**config.mk**
```make
export PLATFORM = sky130hd
export DESIGN_NAME = rh_cs1_ctl
export DESIGN_NICKNAME = d
export VERILOG_FILES = /design/src/rtl/rh_cs1_ctl.sv
export SDC_FILE = /design/constraint.sdc
export NUM_CORES = 1
export LEC_CHECK = 0
export CAP_MARGIN = 20
export CORE_AREA = 2 2 84 86
export CTS_BUF_LIST = sky130_fd_sc_hd__clkbuf_16
export CTS_CLUSTER_SIZE = 28
export DETAILED_ROUTE_END_ITERATION = 10
export DIE_AREA = 0 0 86 88
export GPL_ROUTABILITY_DRIVEN = 1
export HOLD_SLACK_MARGIN = 0.02
export PLACE_DENSITY = 0.74
export SYNTH_ARGS = -nofsm -noshare
export SYNTH_HDL_FRONTEND = slang
export SYNTH_SLANG_ARGS = --single-unit
```
**constraint.sdc**
```tcl
create_clock -name clk -period 1.9 [get_ports clk]
set_input_delay 0.38 -clock clk [delete_from_list [all_inputs] [get_ports clk]]
set_output_delay 0.38 -clock clk [all_outputs]
set_load 0.1 [all_outputs]
```
**src/rtl/rh_cs1_ctl.sv**
```systemverilog
`default_nettype none
// ============================================================================
// Module   : rh_cs1_ctl
// Purpose  : RH11 CS1 controller: command GO pulses, Ready/Busy transfer FSM,
//            TRE error edge detection, interrupt request and CS1 readback.
// Revision : 1.0  initial release
// ============================================================================
module rh_cs1_ctl #(
  parameter int NDRV = 8,
  parameter int NERR = 8,
  localparam int SELW = (NDRV > 1) ? $clog2(NDRV) : 1
) (
  input  logic                 clk,
  input  logic                 rst,
  input  logic                 devRESET,
  input  logic                 devLOBYTE,
  input  logic                 devHIBYTE,
  input  logic [0:35]          devDATAI,
  input  logic                 rhcs1WRITE,
  input  logic                 rhCLR,
  input  logic [NERR-1:0]      errSTAT,
  input  logic [NDRV-1:0]      drvATA,
  input  logic [SELW-1:0]      drvSEL,
  input  logic [16*NDRV-1:0]   drvCS1,
  input  logic [1:0]           rhBA,
  input  logic                 xferDONE,
  input  logic                 intrDONE,
  output logic                 goCMD,
  output logic [4:0]           funOUT,
  output logic                 xferBUSY,
  output logic                 intrREQ,
  output logic [15:0]          rhCS1
);

  typedef enum logic [1:0] {
    S_IDLE = 2'd0,
    S_BUSY = 2'd1,
    S_DONE = 2'd2
  } state_t;

  state_t          r_state;
  state_t          w_state_nxt;
  logic            w_enter_done;

  logic            r_tre;
  logic            r_psel;
  logic            r_ie;
  logic            r_irq;
  logic            r_go;
  logic [4:0]      r_fun;
  logic [NERR-1:0] r_lasterr;
  logic            r_lastata;

  logic [35:0]     w_d;
  logic [15:0]     w_img;
  logic            w_clr;
  logic            w_lowr;
  logic            w_hiwr;
  logic            w_rdy;
  logic            w_cmd;
  logic            w_xfer;
  logic            w_issue;
  logic            w_err_rise;
  logic            w_ata;
  logic            w_sc;

  // Big-endian bus: a plain vector copy puts devDATAI[35-k] at w_d[k].
  assign w_d        = devDATAI;
  assign w_clr      = rst | devRESET | rhCLR;
  assign w_lowr     = rhcs1WRITE & devLOBYTE;
  assign w_hiwr     = rhcs1WRITE & devHIBYTE;
  assign w_rdy      = (r_state != S_BUSY);
  assign w_cmd      = w_lowr & w_d[0];
  assign w_xfer     = w_d[5] & (w_d[4] | w_d[3]);
  assign w_issue    = w_cmd & (~w_xfer | w_rdy);
  assign w_err_rise = |(errSTAT & ~r_lasterr);
  assign w_ata      = |drvATA;
  assign w_sc       = r_tre | w_ata;

  always_comb begin
    w_img = 16'h0000;
    for (int i = 0; i < NDRV; i++) begin
      if (drvSEL == SELW'(i)) w_img = drvCS1[16*i +: 16];
    end
  end

  always_ff @(posedge clk) begin
    if (w_clr) r_state <= S_IDLE;
    else       r_state <= w_state_nxt;
  end

  always_comb begin
    w_state_nxt  = r_state;
    w_enter_done = 1'b0;
    case (r_state)
      S_IDLE, S_DONE: w_state_nxt = (w_issue & w_xfer) ? S_BUSY : S_IDLE;
      S_BUSY: begin
        if (xferDONE | r_tre) begin
          w_state_nxt  = S_DONE;
          w_enter_done = 1'b1;
        end
      end
      default: w_state_nxt = S_IDLE;
    endcase
  end

  always_ff @(posedge clk) begin
    if (w_clr) begin
      r_tre     <= 1'b0;
      r_psel    <= 1'b0;
      r_ie      <= 1'b0;
      r_irq     <= 1'b0;
      r_go      <= 1'b0;
      r_fun     <= 5'd0;
      r_lasterr <= '0;
      r_lastata <= 1'b0;
    end else begin
      r_lasterr <= errSTAT;
      r_lastata <= w_ata;
      r_go      <= w_issue;
      if (w_issue) r_fun <= w_d[5:1];
      // Clearing TRE takes priority over a simultaneous new error edge.
      if ((w_hiwr & w_d[14]) | w_issue) r_tre <= 1'b0;
      else if (w_err_rise)              r_tre <= 1'b1;
      if (w_hiwr & w_rdy) r_psel <= w_d[10];
      if (intrDONE)    r_ie <= 1'b0;
      else if (w_lowr) r_ie <= w_d[6];
      if (intrDONE) r_irq <= 1'b0;
      else if (r_ie & (w_enter_done | (w_ata & ~r_lastata))) r_irq <= 1'b1;
    end
  end

  assign goCMD    = r_go;
  assign funOUT   = r_fun;
  assign xferBUSY = (r_state == S_BUSY);
  assign intrREQ  = r_irq;
  assign rhCS1    = {w_sc, r_tre, 1'b0, 1'b1, w_img[11], r_psel, rhBA,
                     w_rdy, r_ie, w_img[5:1], w_img[0]};

  logic w_unused;
  assign w_unused = &{1'b0, w_d[35:15], w_d[13:11], w_d[9:7], w_img[15:12], w_img[10:6]};

endmodule
`default_nettype wire

```
==> results.sh <==
export IMPL_status="finished, violations left"
export IMPL_failed_checks="setup timing"
export IMPL_cpPeakStageDelay_ns=0.50
export IMPL_drt_pass1_iterations=4
export IMPL_required_ns=1.52
export IMPL_fin_ws_ns=-0.0387
export IMPL_power_density_nw_per_um2=548
export IMPL_fin_util_pct=40.9
export IMPL_cp_slowest_cell="mux4_2"
export IMPL_detail_route_antenna_nets=0
export IMPL_grt_busiest_layer="met2"
export IMPL_worst_slew_pin_slew_ns=0.641
export IMPL_synthesis_area_sq_um=1340
export IMPL_synth_warnings=0
export IMPL_grt_pass1_vias=1484
export IMPL_peakVddDrop_uv=245
export IMPL_met1_usage_pct=12.8
export IMPL_cts_htree_levels=1
export IMPL_crit_path_end_kind="output pin"
export IMPL_synth_edff_count=0
export IMPL_grt_usage_pct=12.1
export IMPL_die_y_microns=88
export IMPL_grt_max_degree=17
export IMPL_fmax_mhz=516
export IMPL_gp_congestion=0.722
export IMPL_ctsHoldBuffers=0
export IMPL_cts_sinks=21
export IMPL_port_buffers=112
export IMPL_yosysTopAreaCellShare_pct=31.4
export IMPL_synth_fp_nets=320
export IMPL_core_sq_um=6640
export IMPL_initial_utilization_pct=20.1
export IMPL_die_w_microns=86
export IMPL_arrival_ns=1.56
export IMPL_rows=30
export IMPL_power_total_mw=1.49
export IMPL_wire_per_inst_microns=14.6
export IMPL_num_vias=1362
export IMPL_synth_cells=126
export IMPL_cp_cell_sequence="buf_12 > buf_12 > mux4_2 > mux2_4 > buf_12"
export IMPL_final_cells=314
export IMPL_synth_top_flop_cell="dfxtp_1"
export IMPL_dieArea_sq_um=7570
export IMPL_synth_cell_types=28
export IMPL_io_pin_count=218
export IMPL_synth_seq_cells=21
export IMPL_placed_cell_area_sq_um=2680
export IMPL_skew_ns=0.00241
export IMPL_cts_root_buf="clkbuf_16"
export IMPL_cts_tree="done"
export IMPL_post_route_period_util_pct=102
export IMPL_final_min_clock_period_ns=1.94
export IMPL_clk_path_buf_depth=2
export IMPL_diodes=0
export IMPL_drive_above_1_share_pct=25.6
export IMPL_drcViolationCount=0
export IMPL_postLayoutCellArea_sq_um=2720
export IMPL_hold_violations=0
export IMPL_dpl_hpwl_microns=3840
export IMPL_numCtsBuffers=3
export IMPL_timing_critical_path_buf_inv=3
export IMPL_crit_type="in2out"
export IMPL_p_leak_nw=1.18
export IMPL_drv_slew=0
export IMPL_path_max_fanout=7
export IMPL_antenna_found_initial=0
export IMPL_rsz0062_at_grt="true"
export IMPL_clk_pin_slew_ns=0.06
export IMPL_setup_violations=7
export IMPL_cp_start_kind="input pin"
export IMPL_nNetsFinal=429
export IMPL_drt_initial_drc_count=29
export IMPL_cpLargestDelayFamily="multiplexers"
export IMPL_post_synth_top_area_cell="dfxtp_1"
export IMPL_dp_cells=308
export IMPL_netlist_top_cells_area="dfxtp_1 (31%), mux4_1 (28%), mux2_2 (5.9%)"
export IMPL_clk_insertion_delay_late_ns=0.25
export IMPL_area_delta_synth_final_pct=103
export IMPL_avgViaCountPerCell=4.34
export IMPL_grt_overflow=0
export IMPL_worstHoldPathType="reg2reg"
export IMPL_grt_util_met3_pct=6.41
export IMPL_maxCapViolCount=0
export IMPL_ys_async_sr_fraction_pct=0
export IMPL_postSynthAreaPerCell_sq_um=10.6
export IMPL_slew_headroom_pct=57.2
export IMPL_seq_area_frac_synth_pct=31.4
export IMPL_drt_wl_total_microns=4590
export IMPL_grt_pass1_wl_microns=7030
export IMPL_grtUsageMet2_pct=21.3
export IMPL_cpMostUsedCell="buf_12"
layout make-up:
class / count / area, sq um
clock buffer: 3 / 75.1
clock inverter: 1 / 3.75
fill: 669 / 3930
inverter: 10 / 37.5
multi-input combinational: 79 / 764
sequential: 21 / 420
tap: 80 / 100
timing repair buffer: 120 / 1320
worst reg2reg max path, delay by kind of cell (launching register included):
kind,cells,cell delay [ns]
compound gates,2,0.72
simple gates,2,0.37
flops,1,0.33
buf+inv,1,0.14
logic make-up (layout without fill, tap and decap cells):
logic type | count (synthesis) | in the layout | synth area share [%]
and+or+nand+nor | 38 | 38 | 14.1
muxes | 23 | 23 | 34.9
DFF | 21 | 21 | 31.4
AOI/OAI and AO/OA | 16 | 16 | 7.30
buffers and inverters | 26 | 134 | 11.7
other | 2 | 2 | 0.561
path summary, 6_finish.rpt:
path	start	endpoint	slack (ns)	cells after the start
worst max-delay path	drvSEL[0]	rhCS1[3]	-0.04	5
worst min-delay path	funOUT[4]	funOUT[4]	0.46	2
worst max register to register	r_state[0]	r_tre	0.26	5
worst min register to register	funOUT[4]	funOUT[4]	0.46	2
metal layers:
metal	vias to the layer above	routed length (microns)	share of wire, %
met1	608	1670	36
met4	0	27	0.59
met2	88	2200	48
met3	2	696	15
met5	-	0	0
li1	664	-	-
cells in the mapped netlist (all sizes together) (3+ instances only):
| library cell | n |
|---|---|
| and2 | 6 |
| mux4 | 14 |
| clkbuf | 3 |
| o21ai | 6 |
| nor3 | 5 |
| mux2 | 7 |
| nor2 | 7 |
| nand3 | 8 |
| buf | 13 |
| a21oi | 4 |
| nand2 | 6 |
| dfxtp | 21 |
| inv | 10 |
power breakdown:
| part | switching [mW] | leakage (nW) | internal [mW] |
|---|---|---|---|
| registers | 0.00367 | 0.170 | 0.448 |
| logic | 0.293 | 0.963 | 0.314 |
| clock network | 0.150 | 0.0423 | 0.280 |
sequential cells by signal, summed over array words and instances (netlist names):
name / count
r_ie: 1
r_psel: 1
r_lasterr: 8
r_state: 2
r_tre: 1
funOUT: 5
r_lastata: 1
intrREQ: 1
goCMD: 1
repair_timing:
action,in CTS,in global routing
resized for setup,99,4
endpoints found under the setup margin,8,8
setup buffers,0,0
cloned,2,0
pin swaps,4,4
layout by cell type, fill, tap and decap left out, drive strengths merged:
| cell type | instances |
|---|---|
| inv | 11 |
| nor2b | 2 |
| dfxtp | 21 |
| o21bai | 1 |
| buf | 29 |
| mux4 | 14 |
| or3 | 1 |
| o21ai | 6 |
| dlygate4sd2 | 59 |
| clkbuf | 4 |
| mux2 | 7 |
| clkdlybuf4s50 | 26 |
| bufbuf | 1 |
| a31oi | 1 |
| a21oi | 4 |
| nor3 | 5 |
| o22ai | 1 |
| nor4 | 2 |
| nand3 | 8 |
| mux2i | 2 |
| conb | 2 |
| or2 | 1 |
| nand2 | 6 |
| nor2 | 7 |
| clkdlybuf4s15 | 4 |
| a221oi | 2 |
| and2 | 6 |
| a222oi | 1 |
through the flow:
step	setup TNS, ns	setup WS (ns)	hold WS, ns
floorplan	-0.164	-0.0311	0.459
global placement	-4.11	-0.539	0.436
detailed placement	-4.27	-0.564	0.458
CTS	-0.304	-0.0522	0.467
global route	-0.403	-0.0669	0.490
finish	-0.204	-0.0387	0.463
No activity file was read; power rests on OpenSTA's default activity.
